<file path="src/rtl/uart_pkg.sv">
// Shared UART definitions: FSM state encodings, default frame geometry,
// oversample tick constants and the baud divider helper.
package uart_pkg;

   typedef enum logic [2:0] {
      ST_IDLE,
      ST_START,
      ST_DATA,
      ST_PARITY,
      ST_STOP
   } uart_state_t;

   localparam int unsigned UART_NB_DATA    = 8;
   localparam int unsigned UART_OVERSAMPLE = 16;
   // Tick index at the middle of a bit (start-bit validation point)
   localparam int unsigned UART_MID_TICK   = 7;
   // Tick index at the end of a full bit period
   localparam int unsigned UART_LAST_TICK  = 15;

   // Clocks per oversample tick, integer floor, never below 1
   function automatic int unsigned uart_baud_div(input int unsigned clk_freq,
                                                 input int unsigned baud_rate,
                                                 input int unsigned oversample);
      int unsigned div;
      div = clk_freq / (baud_rate * oversample);
      return (div == 0) ? 1 : div;
   endfunction

endpackage

</file>
<file path="src/rtl/uart_rx_if.sv">
// Receiver-side bus: serial line in, recovered byte and status strobes out.
// Optional macro UART_RX_PARITY_EN adds the o_parity_err strobe.
interface uart_rx_if #(
   parameter int unsigned NB_DATA = 8
);
   logic               i_rx;
   logic [NB_DATA-1:0] o_data;
   logic               o_rx_done;
   logic               o_frame_err;
   logic               o_busy;
`ifdef UART_RX_PARITY_EN
   logic               o_parity_err;
`endif

   // Receiver side
   modport master (
      input  i_rx,
      output o_data,
      output o_rx_done,
      output o_frame_err,
`ifdef UART_RX_PARITY_EN
      output o_parity_err,
`endif
      output o_busy
   );

   // Line driver / byte consumer side
   modport slave (
      output i_rx,
      input  o_data,
      input  o_rx_done,
      input  o_frame_err,
`ifdef UART_RX_PARITY_EN
      input  o_parity_err,
`endif
      input  o_busy
   );
endinterface

</file>
<file path="src/rtl/uart_rx_baud_tick_gen.sv">
// Free-running oversample tick generator: one-clk o_tick every DIV clocks,
// DIV = CLK_FREQ / (BAUD_RATE * OVERSAMPLE). Shared with the transmitter.
module baud_tick_gen
   import uart_pkg::*;
#(
   parameter int unsigned CLK_FREQ   = 50000000,
   parameter int unsigned BAUD_RATE  = 19200,
   parameter int unsigned OVERSAMPLE = UART_OVERSAMPLE
) (
   input  logic clk,
   input  logic i_rst,
   output logic o_tick
);
   localparam int unsigned DIV = uart_baud_div(CLK_FREQ, BAUD_RATE, OVERSAMPLE);
   localparam int unsigned CW  = (DIV > 1) ? $clog2(DIV) : 1;
   localparam logic [CW-1:0] LAST = CW'(DIV - 1);

   logic [CW-1:0] r_cnt;

   // Count 0..DIV-1 and wrap
   always_ff @(posedge clk or posedge i_rst) begin
      if (i_rst) begin
         r_cnt <= '0;
      end else if (r_cnt == LAST) begin
         r_cnt <= '0;
      end else begin
         r_cnt <= r_cnt + 1'b1;
      end
   end

   assign o_tick = (r_cnt == LAST);

endmodule

</file>
<file path="src/rtl/uart_rx.sv">
// 16x-oversampling UART receiver (8N1 by default). Presents each good byte
// on o_data with a one-clk o_rx_done strobe; bad stop bit gives o_frame_err.
// Optional macro UART_RX_PARITY_EN inserts an even-parity bit before the
// stop bit and adds the o_parity_err strobe.
module uart_rx
   import uart_pkg::*;
#(
   parameter int unsigned NB_DATA    = UART_NB_DATA,
   parameter int unsigned SB_TICK    = 16,
   parameter int unsigned CLK_FREQ   = 50000000,
   parameter int unsigned BAUD_RATE  = 19200,
   parameter int unsigned OVERSAMPLE = UART_OVERSAMPLE
) (
   input  logic          clk,
   input  logic          i_rst,
   uart_rx_if.master     bus
);
   localparam int unsigned NW = (NB_DATA > 1) ? $clog2(NB_DATA) : 1;
   localparam logic [NW-1:0] LAST_BIT  = NW'(NB_DATA - 1);
   localparam logic [3:0]    MID_TICK  = 4'(UART_MID_TICK);
   localparam logic [3:0]    LAST_TICK = 4'(UART_LAST_TICK);
   localparam logic [3:0]    STOP_TICK = 4'(SB_TICK - 1);

   logic               w_tick;
   logic               w_rx_s;
   logic               r_rx_meta;
   logic               r_rx_sync;
   uart_state_t        r_state;
   logic [3:0]         r_s_cnt;
   logic [NW-1:0]      r_n_cnt;
   logic [NB_DATA-1:0] r_shift;
   logic [NB_DATA-1:0] r_data;
   logic               r_done;
   logic               r_ferr;
   logic               r_busy;
`ifdef UART_RX_PARITY_EN
   logic               r_par;
   logic               r_perr;
`endif

   baud_tick_gen #(
      .CLK_FREQ   (CLK_FREQ),
      .BAUD_RATE  (BAUD_RATE),
      .OVERSAMPLE (OVERSAMPLE)
   ) u_tick (
      .clk    (clk),
      .i_rst  (i_rst),
      .o_tick (w_tick)
   );

   // Two-flop synchronizer on the asynchronous line; resets to idle-high
   always_ff @(posedge clk or posedge i_rst) begin
      if (i_rst) begin
         r_rx_meta <= 1'b1;
         r_rx_sync <= 1'b1;
      end else begin
         r_rx_meta <= bus.i_rx;
         r_rx_sync <= r_rx_meta;
      end
   end

   assign w_rx_s = r_rx_sync;

   // Frame recovery FSM with registered data and status strobes
   always_ff @(posedge clk or posedge i_rst) begin
      if (i_rst) begin
         r_state <= ST_IDLE;
         r_s_cnt <= '0;
         r_n_cnt <= '0;
         r_shift <= '0;
         r_data  <= '0;
         r_done  <= 1'b0;
         r_ferr  <= 1'b0;
         r_busy  <= 1'b0;
`ifdef UART_RX_PARITY_EN
         r_par   <= 1'b0;
         r_perr  <= 1'b0;
`endif
      end else begin
         r_done <= 1'b0;
         r_ferr <= 1'b0;
`ifdef UART_RX_PARITY_EN
         r_perr <= 1'b0;
`endif
         case (r_state)
            ST_IDLE: begin
               if (!w_rx_s) begin
                  r_state <= ST_START;
                  r_s_cnt <= '0;
                  r_busy  <= 1'b1;
               end
            end
            ST_START: begin
               if (w_tick) begin
                  if (r_s_cnt == MID_TICK) begin
                     if (!w_rx_s) begin
                        r_state <= ST_DATA;
                        r_s_cnt <= '0;
                        r_n_cnt <= '0;
                     end else begin
                        r_state <= ST_IDLE;
                        r_busy  <= 1'b0;
                     end
                  end else begin
                     r_s_cnt <= r_s_cnt + 1'b1;
                  end
               end
            end
            ST_DATA: begin
               if (w_tick) begin
                  if (r_s_cnt == LAST_TICK) begin
                     r_shift <= {w_rx_s, r_shift[NB_DATA-1:1]};
                     r_s_cnt <= '0;
                     if (r_n_cnt == LAST_BIT) begin
`ifdef UART_RX_PARITY_EN
                        r_state <= ST_PARITY;
`else
                        r_state <= ST_STOP;
`endif
                     end else begin
                        r_n_cnt <= r_n_cnt + 1'b1;
                     end
                  end else begin
                     r_s_cnt <= r_s_cnt + 1'b1;
                  end
               end
            end
`ifdef UART_RX_PARITY_EN
            ST_PARITY: begin
               if (w_tick) begin
                  if (r_s_cnt == LAST_TICK) begin
                     r_par   <= w_rx_s;
                     r_s_cnt <= '0;
                     r_state <= ST_STOP;
                  end else begin
                     r_s_cnt <= r_s_cnt + 1'b1;
                  end
               end
            end
`endif
            ST_STOP: begin
               if (w_tick) begin
                  if (r_s_cnt == STOP_TICK) begin
                     r_state <= ST_IDLE;
                     r_busy  <= 1'b0;
`ifdef UART_RX_PARITY_EN
                     // Parity error and framing error are reported independently;
                     // a byte is only delivered when both are clean.
                     r_perr <= ^{r_shift, r_par};
                     if (!w_rx_s) begin
                        r_ferr <= 1'b1;
                     end else if (!(^{r_shift, r_par})) begin
                        r_data <= r_shift;
                        r_done <= 1'b1;
                     end
`else
                     if (w_rx_s) begin
                        r_data <= r_shift;
                        r_done <= 1'b1;
                     end else begin
                        r_ferr <= 1'b1;
                     end
`endif
                  end else begin
                     r_s_cnt <= r_s_cnt + 1'b1;
                  end
               end
            end
            default: begin
               r_state <= ST_IDLE;
               r_busy  <= 1'b0;
            end
         endcase
      end
   end

   assign bus.o_data      = r_data;
   assign bus.o_rx_done   = r_done;
   assign bus.o_frame_err = r_ferr;
   assign bus.o_busy      = r_busy;
`ifdef UART_RX_PARITY_EN
   assign bus.o_parity_err = r_perr;
`endif

endmodule

</file>
<file path="src/flat_wrapper.sv">
// flat-port wrapper written by rule: the top's interface ports become plain ports
module uart_rx_flat import uart_pkg::*;
#(
   parameter int unsigned NB_DATA    = UART_NB_DATA,
   parameter int unsigned SB_TICK    = 16,
   parameter int unsigned CLK_FREQ   = 50000000,
   parameter int unsigned BAUD_RATE  = 19200,
   parameter int unsigned OVERSAMPLE = UART_OVERSAMPLE
)
  (clk, i_rst, bus_i_rx, bus_o_data, bus_o_rx_done, bus_o_frame_err, bus_o_busy);
  uart_rx_if #(.NB_DATA(NB_DATA)) bus_i ();
  input  logic clk;
  input  logic i_rst;
  input wire logic [$bits(bus_i.i_rx)-1:0] bus_i_rx;
  output wire logic [$bits(bus_i.o_data)-1:0] bus_o_data;
  output wire logic [$bits(bus_i.o_rx_done)-1:0] bus_o_rx_done;
  output wire logic [$bits(bus_i.o_frame_err)-1:0] bus_o_frame_err;
  output wire logic [$bits(bus_i.o_busy)-1:0] bus_o_busy;
  assign bus_i.i_rx = bus_i_rx;
  assign bus_o_data = bus_i.o_data;
  assign bus_o_rx_done = bus_i.o_rx_done;
  assign bus_o_frame_err = bus_i.o_frame_err;
  assign bus_o_busy = bus_i.o_busy;
  uart_rx #(.NB_DATA(NB_DATA), .SB_TICK(SB_TICK), .CLK_FREQ(CLK_FREQ), .BAUD_RATE(BAUD_RATE), .OVERSAMPLE(OVERSAMPLE)) u_core (.clk(clk), .i_rst(i_rst), .bus(bus_i));
endmodule
</file>
<file path="config.mk">
export PLATFORM = sky130hd
export DESIGN_NAME = uart_rx_flat
export DESIGN_NICKNAME = d
export VERILOG_FILES = /design/src/rtl/uart_pkg.sv /design/src/rtl/uart_rx_if.sv /design/src/rtl/uart_rx_baud_tick_gen.sv /design/src/rtl/uart_rx.sv /design/src/flat_wrapper.sv
export SDC_FILE = /design/constraint.sdc
export NUM_CORES = 1
export LEC_CHECK = 0
export ABC_CLOCK_PERIOD_IN_PS = 2500
export CAP_MARGIN = 20
export CORE_MARGIN = 2
export CORE_UTILIZATION = 55
export CTS_CLUSTER_DIAMETER = 150
export DETAILED_ROUTE_END_ITERATION = 8
export DONT_BUFFER_PORTS = 1
export GPL_TIMING_DRIVEN = 0
export PLACE_DENSITY_LB_ADDON = 0.25
export SLEW_MARGIN = 10
export SYNTH_ARGS = -nofsm -noshare
export SYNTH_HDL_FRONTEND = slang
export SYNTH_SLANG_ARGS = --single-unit
</file>
<file path="constraint.sdc">
create_clock -name clk -period 2.5 [get_ports clk]
set_input_delay 0.375 -clock clk [delete_from_list [all_inputs] [get_ports clk]]
set_output_delay 0.375 -clock clk [all_outputs]
set_load 0.03 [all_outputs]
</file>
# == After elaboration in Yosys (flattened, before gate mapping) ==
# Cells that the tools add are included.
# totals
regBits,39
out_inout_bits,11
wordCells,84
# classes
addsub,3
eq_ne,19
mux,41
n_bitwise,1
reduce_logical,9
# ops
operator,count
$mux W3,14
$mux W4,7
$pmux W4 S4,1
$mux W1,14
$ne A2 B2 Y1 const B,7
$reduce_and A7 Y1,2
$pmux W3 S4,1
$ne A2 B1 Y1 const B,5
$add A8 B1 Y8 const B,1
$eq A8 B8 Y1 const B,1
$mux W8,1
$reduce_and A8 Y1,1
$eq A3 B3 Y1 const B,2
$pmux W3 S2,1
$reduce_and A5 Y1,1
$add A4 B1 Y4 const B,1
$eq A4 B3 Y1 const B,1
$eq A4 B4 Y1 const B,1
$pmux W1 S4,1
$reduce_and A4 Y1,1
$reduce_bool A4 Y1,1
$add A3 B1 Y3 const B,1
$eq A3 B1 Y1 const B,1
$eq A3 B2 Y1 const B,1
5 further kinds,5

# == Logic depth before layout (Yosys ltp) ==
# Gate-level depths: netlist of the first run.
# logic_depth
depth_word,5
depth_mapped,8
depth_no_buf,6

# == Hierarchy ==
# From an unflattened synthesis of the first run, not the netlist that was laid out.
# unflattened
cells_unflattened,167
hier_area_um2,1960.6
# by_module_without_submodules
mod,instances,cells_each,area_per_inst_um2
uart_rx,1,129,1550.2
baud_tick_gen,1,38,410.4

# == Worst setup path before layout of the first run ==
# OpenSTA, ideal clock, no wires.
# synth_path
kind,register to register
startpoint,reg u_core.r_n_cnt[0]
endpoint,reg u_core.r_n_cnt[0]
t_arrival_ps,1802
required_ps,2375
slack_ps,573
path_stages_with_launch,7
n_path_buf,0
synth_period_minus_slack_ps,1927
path_cell_list,dfrtp_1 > ha_1 > ha_1 > nor3b_1 > a21oi_1 > or4b_4 > mux2_4
# synth_via
elab_chain_cells,5
word_cells_on_any_way,8
# synth_rtl
element,line,text
start: declaration,uart_rx.sv:30,logic [NW-1:0] r_n_cnt;
start signal: assignment,uart_rx.sv:121,r_n_cnt <= r_n_cnt + 1'b1;
$add A3 B1 Y3,uart_rx.sv:121,
$mux W3,uart_rx.sv:114,if (r_n_cnt == LAST_BIT) begin
$mux W3,uart_rx.sv:111,if (r_s_cnt == LAST_TICK) begin
$mux W3,uart_rx.sv:110,if (w_tick) begin
$pmux W3 S2,uart_rx.sv:85,case (r_state)
# Several ways; a longest one is shown, not always the timed one. The select of a mux whose other input is x is not followed.
# A chain may end at the register's enable or synchronous reset.

# == Final worst setup path of the first run ==
# layout_path
startpoint,reg u_core.r_s_cnt[0]
endpoint,"reg u_core.r_data[0], in the netlist u_core.bus.o_data[0]"
# layout_via
elab_chain_cells,2
# layout_rtl
element,line,text
start: declaration,uart_rx.sv:29,logic [3:0] r_s_cnt;
start signal: assignment,uart_rx.sv:105,r_s_cnt <= r_s_cnt + 1'b1;
start signal: assignment,uart_rx.sv:124,r_s_cnt <= r_s_cnt + 1'b1;
start signal: assignment,uart_rx.sv:165,r_s_cnt <= r_s_cnt + 1'b1;
$eq A4 B4 Y1,uart_rx.sv:143,if (r_s_cnt == STOP_TICK) begin
$reduce_and A4 Y1 (no source line),-,
end signal: assignment,uart_rx.sv:158,r_data <= r_shift;
end: declaration,uart_rx.sv:32,logic [NB_DATA-1:0] r_data;
# Every way passes these cells.

==> flow_metrics.env, run 1 <==
export IMPL_power_mw=0.9715
export IMPL_final_common_cell="dfrtp_1"
export IMPL_dpl_cell_area_sq_um=1996
export IMPL_postCtsSetupBuffers=0
export IMPL_hold_class="in -> reg"
export IMPL_outcome="complete, no violations"
export IMPL_max_cap_violations=0
export IMPL_worstMarginPinSlew_ps=773.4
export IMPL_avgRoutedWirePerCell_um=15.71
export IMPL_vias=1296
export IMPL_drt_first_pass_iters=4
export IMPL_cts_root_buf="clkbuf_4"
export IMPL_path_delay_family="simple AND/OR/NAND/NOR gates"
export IMPL_drt_iter0_markers=63
export IMPL_final_nets=185
export IMPL_area_growth_pct=5.875
export IMPL_drive_gt1_frac=0.2429
export IMPL_tns_ps=0
export IMPL_cts_sinks=39
export IMPL_postCtsHoldBufs=0
export IMPL_crit_chain="ha_1, and4b_1, and3_2, nand4_1, mux2_2"
export IMPL_hold_violations=0
export IMPL_fp_dieArea_sq_um=4014
export IMPL_cts_resized=0
export IMPL_syn_nets=178
export IMPL_final_instance_count_excl_fill=223
export IMPL_clock_latency_ps=340
export IMPL_n_fill_cell=312
export IMPL_diodes=0
export IMPL_synthCells=170
export IMPL_drt_wl_total_um=3504
export IMPL_grt_pass1_wl_um=6141
export IMPL_antenna_left=0
export IMPL_drc=0
export IMPL_required_ps=2740
export IMPL_die_y_um=63.36
export IMPL_synth_avg_cell_area_sq_um=11.40
export IMPL_hpwl_um=2612
export IMPL_post_route_min_period_ps=2148
export IMPL_cp_end_kind="flop"
export IMPL_synthArstFlopShare=1.000
export IMPL_cts_tree="done"
export IMPL_dpl_cell_count=216
export IMPL_mostFrequentLayoutCells="37 x dfrtp_1, 16 x mux2_2, 10 x nor2_1, 10 x inv_1, 8 x xnor2_1"
export IMPL_grt_pass1_vias=1332
export IMPL_hold_ws_ps=20.18
export IMPL_viasPerCell=5.812
export IMPL_numCtsBuffers=5
export IMPL_synth_ff_type="dfrtp_1"
export IMPL_startpoint_type="flop"
export IMPL_critPathArrivalTime_ps=2380
export IMPL_rows=21
export IMPL_finalSetupViolCount=0
export IMPL_place_congestion=0.9187
export IMPL_fin_crit_sh=0.8591
export IMPL_cpPeakStageDelay_ps=430
export IMPL_clock_skew_ps=5.790
export IMPL_path_max_fanout=8
export IMPL_leakagePower_nw=0.9715
export IMPL_synthDistinctLibCells=45
export IMPL_max_slew_margin=0.4836
export IMPL_final_area_sq_um=2052
export IMPL_ios=14
export IMPL_antenna_found_initial=0
export IMPL_rsz0062_at_grt="false"
export IMPL_gr_total_overflow=0
export IMPL_slew_viol_final=0
export IMPL_initial_core_util=0.5763
export IMPL_synth_area_sq_um=1938
export IMPL_io_buffers=0
export IMPL_fmax_mhz=465.6
export IMPL_yosys_register_bits=39
export IMPL_clock_path_buffers=2
export IMPL_grt_total_usage=0.1995
export IMPL_slowest_stage="mux2_2"
export IMPL_crit_type="reg -> reg"
export IMPL_yosys_warnings=0
export IMPL_clk_transition_reported_paths_ps=110
export IMPL_cts_htree_levels=2
export IMPL_grt_max_degree=40
export IMPL_powerDensity_nw_per_um2=473.5
export IMPL_coreArea_sq_um=3363
export IMPL_path_buf_inv=0
export IMPL_synth_edf_count=0
export IMPL_die_width_um=63.36
export IMPL_vdd_ir_drop_max_mv=0.4653
export IMPL_yosysSeqAreaShare=0.5048
## kinds of logic (layout without fill, tap and decap cells)
family,Yosys count,count (layout),share of synthesized area
AND/OR/NAND/NOR,50,50,0.1620
AO/OA/AOI/OAI,26,26,0.09361
multiplexers,21,21,0.1214
flip-flops,39,39,0.5048
buffers and inverters,20,27,0.04519
XOR/XNOR,9,9,0.04067
adder cells (fa/ha/maj),5,5,0.03228
## worst paths after layout
path	start	to	slack (ps)	cells after the start
min in group asynchronous	i_rst	u_core.r_shift[6]	40	1
max reg2reg	u_core.r_s_cnt[0]	u_core.bus.o_data[0]	350	5
max in group asynchronous	i_rst	u_core.r_s_cnt[1]	1970	1
min	bus_i_rx	u_core.r_rx_meta	20	0
max	u_core.r_s_cnt[0]	u_core.bus.o_data[0]	350	5
min reg2reg	u_core.r_rx_meta	u_core.r_rx_sync	370	0
## flip-flops by register name (all words and copies together) (netlist names)
register,count
u_core.bus.o_data,8
u_core.r_shift,8
u_core.u_tick.r_cnt,8
u_core.r_s_cnt,4
u_core.r_n_cnt,3
u_core.r_state,3
u_core.bus.o_busy,1
u_core.bus.o_frame_err,1
u_core.bus.o_rx_done,1
u_core.r_rx_meta,1
u_core.r_rx_sync,1
## Yosys cell counts, types with 2 or more instances
cell	number	area share
clkbuf_1	4	0.0077
a31oi_1	2	0.0065
o211ai_1	2	0.0077
or3b_2	2	0.0090
xnor2_1	8	0.036
ha_1	5	0.032
mux2_2	16	0.093
nor2b_1	2	0.0065
and3_2	3	0.012
nor2_1	10	0.019
nand2_1	7	0.014
nor3_1	2	0.0052
dfstp_2	2	0.027
mux2i_1	4	0.021
o22ai_1	2	0.0065
inv_1	11	0.021
nand3_1	6	0.015
nand4_1	5	0.016
nor3b_1	3	0.012
buf_2	4	0.010
dfrtp_1	37	0.48
nand3b_1	2	0.0077
o21ai_0	5	0.013
a21oi_1	5	0.013
## per-stage QoR
stage / setup slack, ps / utilization
2_1_floorplan: 572.7 / -
3_3_place_gp: 441.9 / 0.5934
3_5_place_dp: 383.8 / 0.5934
4_1_cts: 348.5 / 0.6101
5_1_grt: 191.6 / 0.6101
6_report: 352.2 / 0.6101
## area by class of cell
cell class | count | area (sq um) | area share
tap | 46 | 57.56 | 0.02805
clock inverter | 1 | 5.005 | 0.002439
clock buffer | 6 | 51.30 | 0.02500
sequential | 39 | 978.4 | 0.4768
multi-input combinational | 111 | 872.1 | 0.4250
buffer | 9 | 46.29 | 0.02256
inverter | 11 | 41.29 | 0.02012
## routing by layer
metal	wire, um	share of wire	up-vias	GRT usage
met5	0	0	-	0
met4	57	0.016	0	0.07880
met3	170	0.049	5	0.05357
met2	1848	0.53	28	0.3303
met1	1428	0.41	644	0.2485
li1	-	-	619	-
## report_power, final
| group | internal [mW] | leakage, nW | total, mW | switching (mW) |
|---|---|---|---|---|
| logic | 0.00169 | 0.424 | 0.0166 | 0.0149 |
| clock network | 0.130 | 0.0341 | 0.321 | 0.191 |
| registers | 0.633 | 0.513 | 0.634 | 0.000460 |
Power figures use the tool's default switching activity.
==> run 2: changes to the inputs <==
Settings changed: GPL_ROUTABILITY_DRIVEN from default to 0, SLEW_MARGIN 10 to 20.
==> flow_metrics.env, run 2 (synthesis results as in run 1) <==
export IMPL_drt_iter0_markers=75
export IMPL_wl_met3_um=144
export IMPL_coreArea_sq_um=3363
export IMPL_hold_class="in -> async"
export IMPL_final_nets=186
export IMPL_io_buffers=0
export IMPL_clock_path_buffers=2
export IMPL_hold_violations=0
export IMPL_avgRoutedWirePerCell_um=15.83
export IMPL_slew_viol_final=0
export IMPL_rr_worst_depth=5
export IMPL_hpwl_um=2565
export IMPL_clock_latency_ps=360
export IMPL_cp_end_kind="flop"
export IMPL_grt_total_usage=0.2099
export IMPL_worstMarginPinSlew_ps=797.1
export IMPL_path_max_fanout=8
export IMPL_area_growth_pct=6.456
export IMPL_cts_htree_levels=2
export IMPL_required_ps=2760
export IMPL_mostFrequentLayoutCells="37 x dfrtp_1, 16 x mux2_2, 10 x nor2_1, 10 x inv_1, 8 x xnor2_1"
export IMPL_multi_input_area_sq_um=872.1
export IMPL_antenna_left=0
export IMPL_clock_skew_ps=6.412
export IMPL_grt_pass1_vias=1400
export IMPL_max_slew_margin=0.4679
export IMPL_cts_sinks=39
export IMPL_die_y_um=63.36
export IMPL_diodes=0
export IMPL_reg2reg_slack_ps=340
export IMPL_rows=21
export IMPL_powerDensity_nw_per_um2=477.0
export IMPL_gr_total_overflow=0
export IMPL_grt_pass1_wl_um=6361
export IMPL_critPathArrivalTime_ps=2410
export IMPL_crit_chain="ha_1, and4b_1, and3_2, nand4_1, mux2_2"
export IMPL_ios=14
export IMPL_leakagePower_nw=0.9688
export IMPL_dpl_cell_area_sq_um=1996
export IMPL_routed_top_layer="met4"
export IMPL_timing_rr_start="u_core.r_s_cnt[0]"
export IMPL_viasPerCell=5.924
export IMPL_drt_wl_total_um=3561
export IMPL_wl_met1_um=1513
export IMPL_cts_tree="done"
export IMPL_numCtsBuffers=5
export IMPL_ff_latch_area_sq_um=978.4
export IMPL_final_common_cell="dfrtp_1"
export IMPL_cts_root_buf="clkbuf_4"
export IMPL_outcome="complete, no violations"
export IMPL_max_cap_violations=0
export IMPL_final_area_sq_um=2063
export IMPL_fmax_mhz=463.8
export IMPL_rsz0062_at_grt="false"
export IMPL_cts_resized=0
export IMPL_tns_ps=0
export IMPL_die_width_um=63.36
export IMPL_clk_transition_reported_paths_ps=120
export IMPL_n_fill_cell=301
export IMPL_finalSetupViolCount=0
export IMPL_antenna_found_initial=0
export IMPL_crit_type="reg -> reg"
export IMPL_drc=0
export IMPL_cpPeakStageDelay_ps=440
export IMPL_reg2reg_to="u_core.bus.o_data[0]"
export IMPL_grt_max_degree=40
export IMPL_startpoint_type="flop"
export IMPL_initial_core_util=0.5763
export IMPL_fin_crit_sh=0.8624
export IMPL_vdd_ir_drop_max_mv=0.4119
export IMPL_drive_gt1_frac=0.2458
export IMPL_slowest_stage="mux2_2"
export IMPL_fp_dieArea_sq_um=4014
export IMPL_post_route_min_period_ps=2156
export IMPL_drt_first_pass_iters=5
export IMPL_vias=1333
export IMPL_wl_met2_um=1797
[run 2: cell count changes in the layout (fill, tap and decap cells not counted), sizes merged]
| cell | delta |
|---|---|
| clkbuf | -1 |
| clkinvlp | +2 |
| dlygate4sd3 | +1 |
[run 2: final cells by class]
type	count	share of cell area
sequential	39	0.4742
clock buffer	5	0.01819
inverter	11	0.02001
buffer	9	0.02244
clock inverter	3	0.009703
timing repair buffer	1	0.004851
multi-input combinational	111	0.4227
tap	46	0.02790
[run 2: worst max path at each step]
stage                                 endpoint  cells after the start               from
final                     u_core.bus.o_data[0]                      5  u_core.r_s_cnt[0]
after CTS                 u_core.bus.o_data[0]                      5  u_core.r_s_cnt[0]
after floorplan              u_core.r_n_cnt[0]                      6  u_core.r_n_cnt[0]
after detailed placement  u_core.bus.o_data[0]                      5  u_core.r_s_cnt[0]
after global placement    u_core.bus.o_data[7]                      5  u_core.r_s_cnt[0]
after global routing      u_core.bus.o_data[0]                      5  u_core.r_s_cnt[0]
[run 2: timing repair]
action | in CTS | in global routing
endpoints found under the hold margin | 1 | 0
hold buffers | 1 | 0
setup buffers | 0 | 0
setup endpoints to repair | 0 | 0
[run 2: power by group]
part	switching (mW)	leakage (nW)	internal (mW)	total [mW]
clock network	0.225	0.0272	0.107	0.332
registers	0.000359	0.513	0.634	0.634
logic	0.0155	0.428	0.00272	0.0182
[run 2: metrics by stage]
stage	util	setup slack [ps]	total power [mW]	std cells	hold WS (ps)
floorplan	-	572.7	0.6591	170	345.2
global placement	0.5934	445.4	0.6630	216	345.8
detailed placement	0.5934	341.6	0.6636	216	346.8
CTS	0.6135	336.6	0.9939	225	44.28
global route	0.6135	155.2	1.027	225	77.34
finish	0.6135	344.1	0.9842	225	26.43
[run 2: worst max-delay path, delay by kind of cell, from the launching register on]
family | cells | cell delay [ps]
adders and majority gates | 1 | 310
DFF | 1 | 410
muxes | 1 | 440
and+or+nand+nor | 3 | 900
[run 2: per-layer routing]
metal  up-vias  global-route usage
li1        619                   -
met4         0              0.1386
met2        41              0.3237
met5         -                   0
met1       663              0.2712
met3        10             0.03750
